## config.mk

```make
export PLATFORM = sky130hd
export DESIGN_NAME = multicycle_datapath_flat
export DESIGN_NICKNAME = d
export VERILOG_FILES = /design/src/rtl/multicycle_datapath_pkg.sv /design/src/rtl/multicycle_datapath_if.sv /design/src/rtl/multicycle_datapath_regfile.sv /design/src/rtl/multicycle_datapath.sv /design/src/flat_wrapper.sv
export SDC_FILE = /design/constraint.sdc
export NUM_CORES = 2
export LEC_CHECK = 0
export CAP_MARGIN = 20
export CORE_MARGIN = 8
export CORE_UTILIZATION = 25
export CTS_BUF_LIST = sky130_fd_sc_hd__clkbuf_4 sky130_fd_sc_hd__clkbuf_8
export DETAILED_ROUTE_END_ITERATION = 10
export GPL_ROUTABILITY_DRIVEN = 0
export SETUP_SLACK_MARGIN = 0.05
export SYNTH_ARGS = -nofsm -noshare
export SYNTH_HDL_FRONTEND = slang
export SYNTH_SLANG_ARGS = --single-unit
```

## constraint.sdc

```tcl
create_clock -name clk -period 28.9 [get_ports clk]
set_input_delay 5.78 -clock clk [delete_from_list [all_inputs] [get_ports clk]]
set_output_delay 5.78 -clock clk [all_outputs]
set_load 0.02 [all_outputs]
```

## src/rtl/multicycle_datapath_pkg.sv

```systemverilog
// Shared encodings for the multi-cycle ARM-subset datapath and its controller:
// ALU op codes, operand/result/immediate selects, flag layout and the immediate extender.
package multicycle_datapath_pkg;

  localparam int DW = 32;

  localparam logic [3:0] ALU_ADD = 4'b0000;
  localparam logic [3:0] ALU_SUB = 4'b0001;
  localparam logic [3:0] ALU_AND = 4'b0010;
  localparam logic [3:0] ALU_ORR = 4'b0011;
  localparam logic [3:0] ALU_EOR = 4'b0100;
  localparam logic [3:0] ALU_MOV = 4'b0101;

  localparam logic [1:0] SRCA_A      = 2'b00;
  localparam logic [1:0] SRCA_PC     = 2'b01;
  localparam logic [1:0] SRCA_ALUOUT = 2'b10;
  localparam logic [1:0] SRCA_ZERO   = 2'b11;

  localparam logic [1:0] SRCB_WD     = 2'b00;
  localparam logic [1:0] SRCB_IMM    = 2'b01;
  localparam logic [1:0] SRCB_FOUR   = 2'b10;
  localparam logic [1:0] SRCB_ZERO   = 2'b11;

  localparam logic [1:0] RES_ALUOUT  = 2'b00;
  localparam logic [1:0] RES_DATA    = 2'b01;
  localparam logic [1:0] RES_ALU     = 2'b10;
  localparam logic [1:0] RES_ZERO    = 2'b11;

  localparam logic [1:0] IMM_8       = 2'b00;
  localparam logic [1:0] IMM_12      = 2'b01;
  localparam logic [1:0] IMM_BR      = 2'b10;
  localparam logic [1:0] IMM_ZERO    = 2'b11;

  localparam int FLAG_N = 3;
  localparam int FLAG_Z = 2;
  localparam int FLAG_C = 1;
  localparam int FLAG_V = 0;

  localparam logic [3:0] REG_PC = 4'd15;

  typedef struct packed {
    logic n;
    logic z;
    logic c;
    logic v;
  } alu_flags_t;

  // Branch offsets are word counts, hence the sign extension followed by a 2-bit shift.
  function automatic logic [DW-1:0] extend(input logic [23:0] imm, input logic [1:0] immSrc);
    logic [DW-1:0] ext;
    ext = '0;
    case (immSrc)
      IMM_8:   ext = {24'b0, imm[7:0]};
      IMM_12:  ext = {20'b0, imm[11:0]};
      IMM_BR:  ext = {{6{imm[23]}}, imm, 2'b00};
      default: ext = '0;
    endcase
    return ext;
  endfunction

endpackage

```

## src/rtl/multicycle_datapath_if.sv

```systemverilog
// Controller/memory-facing bundle of the datapath: control strobes and selects in,
// memory address/data and instruction/flag feedback out.
interface multicycle_datapath_if;
  import multicycle_datapath_pkg::*;

  logic          PCWrite;
  logic          AdrSrc;
  logic          IRWrite;
  logic          RegWrite;
  logic [1:0]    RegSrc;
  logic [1:0]    ALUSrcA;
  logic [1:0]    ALUSrcB;
  logic [1:0]    ResultSrc;
  logic [1:0]    ImmSrc;
  logic [3:0]    ALUControl;
  logic [DW-1:0] ReadData;
  logic [DW-1:0] Adr;
  logic [DW-1:0] WriteData;
  logic [DW-1:0] Instr;
  logic [3:0]    ALUFlags;

  modport master (
    output PCWrite, AdrSrc, IRWrite, RegWrite, RegSrc, ALUSrcA, ALUSrcB,
           ResultSrc, ImmSrc, ALUControl, ReadData,
    input  Adr, WriteData, Instr, ALUFlags
  );

  modport slave (
    input  PCWrite, AdrSrc, IRWrite, RegWrite, RegSrc, ALUSrcA, ALUSrcB,
           ResultSrc, ImmSrc, ALUControl, ReadData,
    output Adr, WriteData, Instr, ALUFlags
  );

endinterface

```

## src/rtl/multicycle_datapath_regfile.sv

```systemverilog
// R0-R14 storage with two combinational reads and one synchronous write.
// Index 15 is not stored: reads return the r15_i bypass and writes are dropped.
module multicycle_datapath_regfile
  import multicycle_datapath_pkg::*;
(
  input  logic          clk,
  input  logic          reset,
  input  logic          we_i,
  input  logic [3:0]    wa_i,
  input  logic [DW-1:0] wd_i,
  input  logic [3:0]    ra1_i,
  input  logic [3:0]    ra2_i,
  input  logic [DW-1:0] r15_i,
  output logic [DW-1:0] rd1_o,
  output logic [DW-1:0] rd2_o
);

  logic [DW-1:0] regs_q [0:14];

  always_ff @(posedge clk or posedge reset) begin
    if (reset) begin
      for (int i = 0; i < 15; i++) begin
        regs_q[i] <= '0;
      end
    end else if (we_i && (wa_i != REG_PC)) begin
      regs_q[wa_i] <= wd_i;
    end
  end

  // Reads see the pre-edge contents, so a same-cycle write is not forwarded.
  assign rd1_o = (ra1_i == REG_PC) ? r15_i : regs_q[ra1_i];
  assign rd2_o = (ra2_i == REG_PC) ? r15_i : regs_q[ra2_i];

endmodule

```

## src/rtl/multicycle_datapath.sv

```systemverilog
// Multi-cycle ARM-subset datapath: PC, IR and staging registers, register file,
// extender and ALU, all sequenced by an external controller through the bus interface.
module multicycle_datapath
  import multicycle_datapath_pkg::*;
#(
  parameter logic [DW-1:0] RESET_PC = 32'h0000_0000
)
(
  input  logic                 clk,
  input  logic                 reset,
  multicycle_datapath_if.slave bus
);

  logic [DW-1:0] pc_q, pc_d;
  logic [DW-1:0] ir_q, ir_d;
  logic [DW-1:0] data_q;
  logic [DW-1:0] a_q;
  logic [DW-1:0] writeData_q;
  logic [DW-1:0] aluOut_q;

  logic [DW-1:0] rd1, rd2;
  logic [DW-1:0] result;
  logic [DW-1:0] srcA, srcB;
  logic [DW-1:0] extImm;
  logic [DW-1:0] aluResult;
  logic [DW:0]   sum;
  logic [3:0]    ra1, ra2;
  alu_flags_t    flags;

  assign pc_d = bus.PCWrite ? result : pc_q;
  assign ir_d = bus.IRWrite ? bus.ReadData : ir_q;

  // Data, A, WriteData and ALUOut are plain pipeline stages reloaded on every edge.
  always_ff @(posedge clk or posedge reset) begin
    if (reset) begin
      pc_q        <= RESET_PC;
      ir_q        <= '0;
      data_q      <= '0;
      a_q         <= '0;
      writeData_q <= '0;
      aluOut_q    <= '0;
    end else begin
      pc_q        <= pc_d;
      ir_q        <= ir_d;
      data_q      <= bus.ReadData;
      a_q         <= rd1;
      writeData_q <= rd2;
      aluOut_q    <= aluResult;
    end
  end

  assign ra1    = bus.RegSrc[0] ? REG_PC : ir_q[19:16];
  assign ra2    = bus.RegSrc[1] ? ir_q[15:12] : ir_q[3:0];
  assign extImm = extend(ir_q[23:0], bus.ImmSrc);

  multicycle_datapath_regfile u_regfile (
    .clk   (clk),
    .reset (reset),
    .we_i  (bus.RegWrite),
    .wa_i  (ir_q[15:12]),
    .wd_i  (result),
    .ra1_i (ra1),
    .ra2_i (ra2),
    .r15_i (result),
    .rd1_o (rd1),
    .rd2_o (rd2)
  );

  always_comb begin
    srcA = '0;
    case (bus.ALUSrcA)
      SRCA_A:      srcA = a_q;
      SRCA_PC:     srcA = pc_q;
      SRCA_ALUOUT: srcA = aluOut_q;
      default:     srcA = '0;
    endcase
  end

  always_comb begin
    srcB = '0;
    case (bus.ALUSrcB)
      SRCB_WD:   srcB = writeData_q;
      SRCB_IMM:  srcB = extImm;
      SRCB_FOUR: srcB = 32'd4;
      default:   srcB = '0;
    endcase
  end

  // Subtraction reuses the adder as A + ~B + 1, so C=1 means no borrow.
  always_comb begin
    sum       = '0;
    aluResult = '0;
    flags     = '0;
    case (bus.ALUControl)
      ALU_ADD: begin
        sum       = {1'b0, srcA} + {1'b0, srcB};
        aluResult = sum[DW-1:0];
        flags.c   = sum[DW];
        flags.v   = (srcA[DW-1] == srcB[DW-1]) && (sum[DW-1] != srcA[DW-1]);
      end
      ALU_SUB: begin
        sum       = {1'b0, srcA} + {1'b0, ~srcB} + {{DW{1'b0}}, 1'b1};
        aluResult = sum[DW-1:0];
        flags.c   = sum[DW];
        flags.v   = (srcA[DW-1] != srcB[DW-1]) && (sum[DW-1] != srcA[DW-1]);
      end
      ALU_AND: aluResult = srcA & srcB;
      ALU_ORR: aluResult = srcA | srcB;
      ALU_EOR: aluResult = srcA ^ srcB;
      ALU_MOV: aluResult = srcB;
      default: aluResult = '0;
    endcase
    flags.n = aluResult[DW-1];
    flags.z = (aluResult == '0);
  end

  always_comb begin
    result = '0;
    case (bus.ResultSrc)
      RES_ALUOUT: result = aluOut_q;
      RES_DATA:   result = data_q;
      RES_ALU:    result = aluResult;
      default:    result = '0;
    endcase
  end

  assign bus.Adr       = bus.AdrSrc ? result : pc_q;
  assign bus.WriteData = writeData_q;
  assign bus.Instr     = ir_q;
  assign bus.ALUFlags  = flags;

endmodule

```

## src/flat_wrapper.sv

```systemverilog
// flat-port wrapper written by rule: the top's interface ports become plain ports
module multicycle_datapath_flat import multicycle_datapath_pkg::*;
#(
  parameter logic [DW-1:0] RESET_PC = 32'h0000_0000
)
  (clk, reset, bus_PCWrite, bus_AdrSrc, bus_IRWrite, bus_RegWrite, bus_RegSrc, bus_ALUSrcA, bus_ALUSrcB, bus_ResultSrc, bus_ImmSrc, bus_ALUControl, bus_ReadData, bus_Adr, bus_WriteData, bus_Instr, bus_ALUFlags);
  multicycle_datapath_if bus_i ();
  input  logic clk;
  input  logic reset;
  input wire logic [$bits(bus_i.PCWrite)-1:0] bus_PCWrite;
  input wire logic [$bits(bus_i.AdrSrc)-1:0] bus_AdrSrc;
  input wire logic [$bits(bus_i.IRWrite)-1:0] bus_IRWrite;
  input wire logic [$bits(bus_i.RegWrite)-1:0] bus_RegWrite;
  input wire logic [$bits(bus_i.RegSrc)-1:0] bus_RegSrc;
  input wire logic [$bits(bus_i.ALUSrcA)-1:0] bus_ALUSrcA;
  input wire logic [$bits(bus_i.ALUSrcB)-1:0] bus_ALUSrcB;
  input wire logic [$bits(bus_i.ResultSrc)-1:0] bus_ResultSrc;
  input wire logic [$bits(bus_i.ImmSrc)-1:0] bus_ImmSrc;
  input wire logic [$bits(bus_i.ALUControl)-1:0] bus_ALUControl;
  input wire logic [$bits(bus_i.ReadData)-1:0] bus_ReadData;
  output wire logic [$bits(bus_i.Adr)-1:0] bus_Adr;
  output wire logic [$bits(bus_i.WriteData)-1:0] bus_WriteData;
  output wire logic [$bits(bus_i.Instr)-1:0] bus_Instr;
  output wire logic [$bits(bus_i.ALUFlags)-1:0] bus_ALUFlags;
  assign bus_i.PCWrite = bus_PCWrite;
  assign bus_i.AdrSrc = bus_AdrSrc;
  assign bus_i.IRWrite = bus_IRWrite;
  assign bus_i.RegWrite = bus_RegWrite;
  assign bus_i.RegSrc = bus_RegSrc;
  assign bus_i.ALUSrcA = bus_ALUSrcA;
  assign bus_i.ALUSrcB = bus_ALUSrcB;
  assign bus_i.ResultSrc = bus_ResultSrc;
  assign bus_i.ImmSrc = bus_ImmSrc;
  assign bus_i.ALUControl = bus_ALUControl;
  assign bus_i.ReadData = bus_ReadData;
  assign bus_Adr = bus_i.Adr;
  assign bus_WriteData = bus_i.WriteData;
  assign bus_Instr = bus_i.Instr;
  assign bus_ALUFlags = bus_i.ALUFlags;
  multicycle_datapath #(.RESET_PC(RESET_PC)) u_core (.clk(clk), .reset(reset), .bus(bus_i));
endmodule
```

# After elaboration in Yosys (flattened, before gate mapping)
# Cells that the tools add are included.
# W data, S select, Z words.
# op_classes
n_mul	0
bitwise	7
div	0
n_eq_ne	20
shifts	0
n_reduce_logical	10
order_cmp	4
add_sub_neg	3
mux	20
# ops
cell	count
$bwmux W480	1
$pmux W32 S3	4
$bmux W32 S4	2
$mux W32	8
$pmux W32 S6	1
$demux W32 S4	1
$add A32 B32 Y33	2
$add A33 B1 Y33 const B	1
$and A32 B32 Y32	1
$logic_not A32 Y1	1
$not A32 Y32	1
$or A32 B32 Y32	1
$xor A32 B32 Y32	1
$ge A5 B5 Y1 const B	3
$not A4 Y5	3
$eq A2 B1 Y1 const B	4
$eq A2 B2 Y1 const B	4
$eq A4 B2 Y1 const B	2
$eq A4 B3 Y1 const B	2
$eq A4 B4 Y1 const B	2
$logic_not A2 Y1	4
$mux W4	2
$lt A5 B1 Y1 const B	1
$eq A4 B1 Y1 const B	1
6 further kinds	11
# totals
ram_bits	0
memories	0
output_inout_bits	100
latch_bits	0
elab_cells	85
in_bits	52
reg_bits	672
mem_bits_ro	0

# Longest topological paths before layout
# depth
depth_word	9
depth_mapped	22
ltp_nobuf	17

# Hierarchy
# Synthesis repeated with hierarchy kept, for this count alone.
# unflattened
cells_unflattened	3473
area_unflattened_um2	39696.8
# modules_own_cells
mod	cells_per_inst	area_each_um2	n_inst
multicycle_datapath_regfile	1836	26100.0	1
multicycle_datapath	1637	13596.8	1

# Worst setup path before layout
# OpenSTA, ideal clock, no wires.
# synth_path
kind	input -> output
start	input port bus_ALUSrcB[0]
end	output port bus_ALUFlags[2]
arrival_ns	9.869
path_stages	18
slack_ns	13.251
path_buffers	4
required_ns	23.120
path_cell_list	clkbuf_1 > nor2_1 > clkbuf_1 > clkbuf_1 > a21oi_1 > ha_1 > buf_2 > nor2b_1 > a2111o_1 > a31oi_4 > a21oi_2 > o21a_2 > o31a_1 > and3_1 > a211oi_2 > nand3_1 > or4_1 > nor2_1
# synth_between
elab_chain_len	7
word_cells_on_any_way	13
cone_classes	add/sub (3); eq/ne (2); mux (2); bitwise (4); reduce/logical (2)
# synth_rtl
element	line_no	text
start: declaration	flat_wrapper.sv:16	input wire logic [$bits(bus_i.ALUSrcB)-1:0] bus_ALUSrcB;
$eq A2 B2 Y1 (tied with other cells)	multicycle_datapath.sv:81	case (bus.ALUSrcB)
$pmux W32 S3 *	multicycle_datapath.sv:81	
$not A32 Y32	multicycle_datapath.sv:102	sum = {1'b0, srcA} + {1'b0, ~srcB} + {{DW{1'b0}}, 1'b1};
$add A32 B32 Y33	multicycle_datapath.sv:102	
$add A33 B1 Y33	multicycle_datapath.sv:102	
$pmux W32 S6 *	multicycle_datapath.sv:94	case (bus.ALUControl)
$logic_not A32 Y1 *	multicycle_datapath.sv:114	flags.z = (aluResult == '0);
end: declaration	flat_wrapper.sv:24	output wire logic [$bits(bus_i.ALUFlags)-1:0] bus_ALUFlags;
# Every way passes the cells marked *; elsewhere a longest branch is shown, timed or not.

# Final worst setup path
# layout_path
start	input port bus_ALUSrcB[0]
end	output port bus_Adr[24]
# layout_between
elab_chain_len	8
word_cells_on_any_way	14
cone_classes	add/sub (3); eq/ne (2); mux (4); bitwise (4); reduce/logical (1)
# layout_rtl
element	line_no	text
$eq A2 B2 Y1 (tied with other cells)	multicycle_datapath.sv:81	
$pmux W32 S3 *	multicycle_datapath.sv:81	
$not A32 Y32	multicycle_datapath.sv:102	
$add A32 B32 Y33	multicycle_datapath.sv:102	
$add A33 B1 Y33	multicycle_datapath.sv:102	
$pmux W32 S6 *	multicycle_datapath.sv:94	
$pmux W32 S3 *	multicycle_datapath.sv:119	case (bus.ResultSrc)
$mux W32 *	multicycle_datapath.sv:127	assign bus.Adr = bus.AdrSrc ? result : pc_q;
end: declaration	flat_wrapper.sv:21	output wire logic [$bits(bus_i.Adr)-1:0] bus_Adr;
# Marked as above.

==> results by group <==
Status
  – Status: finished, final reports clean

Placement
  – Post-DP Area: 42800 um2
  – Final HPWL DP: 104000 um
  – PortBufs: 151

Synth
  – Synth Area per Inst: 8.31 um2
  – Area share of fa/ha/maj cells after synthesis: 0.0322
  – Synth top area cells: dfrtp_1 (43%), a21oi_1 (8.9%), nand2_1 (6.5%), nor2_1 (5.8%), mux2i_1 (5.2%)
  – Asr flop ratio synth: 1.00
  – Post-synth EDFFs: 0
  – Mapped cell area: 39400 um2
  – Multiplexer share of the synthesized area: 0.0845
  – XOR/XNOR Fraction of Synth Area: 0.00245
  – Post-synthesis sequential area ratio: 0.427
  – Dominant cell type by area after synthesis: dfrtp_1
  – Syn Inst Count: 4739
  – Syn nets: 4891
  – Largest family of logic cells by synthesized area: compound AO/OA/AOI/OAI gates
  – Yosys top cell area share: 0.427
  – Yosys reg bits: 672
  – Post-synth cell types: 94
  – YS warnings: 0
  – Post-synth top flop: dfrtp_1
  – Simple-Gate Fraction of Synth Area: 0.186
  – Compound-Gate Fraction of Synth Area: 0.213

Setup path
  – Critical path capture point type: output pin
  – Worst EP required: 23.12 ns
  – CP Max Fanout: 20
  – Number of buffers and inverters on the critical path: 4
  – Crit path kind: input port to output pin
  – CP max stage cell: clkdlybuf4s50_1
  – Worst EP arrival: 12.36 ns
  – Type of origin of the critical path: input port
  – Worst path max stage delay: 0.97 ns
  – Crit path cell chain: clkdlybuf4s50_1 > nor4bb_4 > buf_4 > a32oi_1 > nand2_1 > inv_1 > ha_1 > nor2_1 > a2111o_1 > a211o_1 > a21oi_2 > o22ai_1 > o21ai_0 > nand4_1 > a32oi_1 > a211oi_1 > a21oi_2 > a21oi_1 > clkdlybuf4s50_1
  – CP delay by family, top: compound AO/OA/AOI/OAI gates

Timing
  – Hold Vio Cnt, Final: 0
  – Fin crit period: 18.14 ns
  – Slew Viols, Final: 0
  – Fin Setup TNS: 0 ns
  – Fin Hold WS: 0.506 ns
  – RSZ-0062 raised after global routing: no
  – Transition time of the tightest slew-check pin: 1.18 ns
  – Fmax: 55.1 MHz
  – Period utilisation layout: 0.628
  – Worst slew margin: 0.214
  – Skew final: 0.0351 ns
  – Setup violators final: 0

Clock network
  – CTS buffer count: 109
  – Sink Count: 672
  – CTS tree: done
  – CTS max path bufs: 3
  – Hold_buf cts: 0
  – Clk root buf: clkbuf_8
  – H-tree lvl count: 3
  – Total setup buffers inserted after CTS: 0
  – Latest clock arrival within the worst-skew pair: 0.77 ns
  – Clock slew at reported path FFs: 0.06 ns
  – Cts repair resizes: 0

Drt
  – WL/cell: 24.0 um
  – Met1 WL: 64800 um
  – Drc violations: 0
  – Vias per cell: 5.50
  – DR vias: 37764
  – Uppermost layer routed: met5
  – Routed wire length: 165000 um
  – Met2 WL: 73100 um
  – Met3 wire len: 17100 um
  – First-pass DRT Iterations: 6
  – Initial DRC Count: 4686
  – Number of antenna-violating nets in the routed design: 0

Layout
  – Most frequent cells in the layout: a21oi_1 (698), nand2_1 (683), dfrtp_1 (669)
  – Synth-to-Final Area Change: 15.1%
  – Fin area: 45300 um2
  – Share of post-route cells with drive strength above 1: 0.106
  – Nets: 4857
  – Final Core Density: 0.290
  – Most common cell after layout, fill and taps aside: a21oi_1

Floorplan
  – Die footprint: 170000 um2
  – Starting Density: 0.252
  – Height of the die: 413 um
  – Core region area: 156000 um2
  – # rows: 145
  – Top-Level Pins: 152
  – Horiz. Die Dim: 413 um

Power and ir drop
  – P per Cell Area: 85.0 nW/um2
  – Peak supply drop: 0.0383 mV
  – Leak: 19.0 nW

Global routing
  – GRT Total Usage: 0.185
  – Initial antenna violation count: 6
  – Number of global-route vias before repair: 36403
  – Largest net degree at the start of global routing: 140
  – GRT overflow: 0
  – First-pass GRT wire length: 242000 um

Worst hold path
  – Hold Crit Class: flip-flop to flip-flop

Run
  – Max-cap violations: 0
flip-flops by register name (all words and copies together), names as in the netlist:
signal	count
u_core.bus.WriteData	32
u_core.aluOut_q	32
u_core.u_regfile.regs_q	480
u_core.pc_q	32
u_core.data_q	32
u_core.bus.Instr	32
u_core.a_q	32
path summary, 6_finish.rpt:
| kind | from | endpoint | slack (ns) | depth (start not counted) |
|---|---|---|---|---|
| max in group asynchronous | reset | u_core.u_regfile.regs_q[382] | 18.97 | 6 |
| min in group asynchronous | reset | u_core.u_regfile.regs_q[266] | 5.60 | 2 |
| worst min register to register | u_core.bus.Instr[24] | u_core.bus.Instr[24] | 0.51 | 1 |
| worst max register to register | u_core.bus.Instr[17] | u_core.a_q[23] | 23.35 | 15 |
| worst max-delay path | bus_ALUSrcB[0] | bus_Adr[24] | 10.76 | 19 |
| worst min-delay path | u_core.bus.Instr[24] | u_core.bus.Instr[24] | 0.51 | 1 |
metal layers:
metal	GRT usage	vias to the layer above
met1	0.237	18333
met4	0.101	2
li1	-	16606
met5	0	-
met2	0.292	2283
met3	0.0402	540
final cells by class:
cell class              instances  area [um2]
repair buffers                255        2330
multi-input cells            3554       20700
inverters                     113         432
diodes                          8        20.0
fillers                     16522      111000
flip-flops and latches        672       16800
clock inverters                20         149
well taps                    2058        2570
clock buffers                 184        2290
per-stage QoR:
stage          total power [mW]  cells  worst slack, ns
2_1_floorplan              2.42   4739             4.28
3_3_place_gp               2.86   6649            11.03
3_5_place_dp               2.90   6650            10.96
4_1_cts                    3.82   6854            10.94
5_1_grt                    4.07   6857            10.50
6_report                   3.85   6864            10.76
Yosys cell counts (15+ instances only):
cell type,n
a211oi_1,64
a21oi_1,700
a21oi_2,18
a22oi_1,16
a311oi_1,22
a31oi_1,31
buf_1,45
buf_2,44
clkbuf_1,274
dfrtp_1,672
dlygate4sd1_1,20
ha_1,98
inv_1,112
mux2_2,84
mux2i_1,205
nand2_1,683
nand2b_1,15
nand3_1,254
nor2_1,606
nor2b_1,21
nor3_1,79
nor4_1,21
o2111ai_1,26
o21ai_0,265
o221ai_1,56
o22ai_1,36
power by group:
part           switching [mW]  total [mW]  internal, mW
logic                   0.835        1.36         0.527
clock network           0.410       0.919         0.508
registers               0.303        1.57          1.27
total                    1.55        3.85          2.30
logic make-up (layout without fill, tap and decap cells):
logic type,after synthesis,count (layout)
adder cells (fa/ha/maj),100,100
AND/OR/NAND/NOR,1745,1745
other,0,8
XOR/XNOR,11,11
AO/OA/AOI/OAI,1394,1394
flip-flops,672,672
multiplexers,304,304
buffers and inverters,513,572
Note: power is estimated with default switching activity, not from simulation.
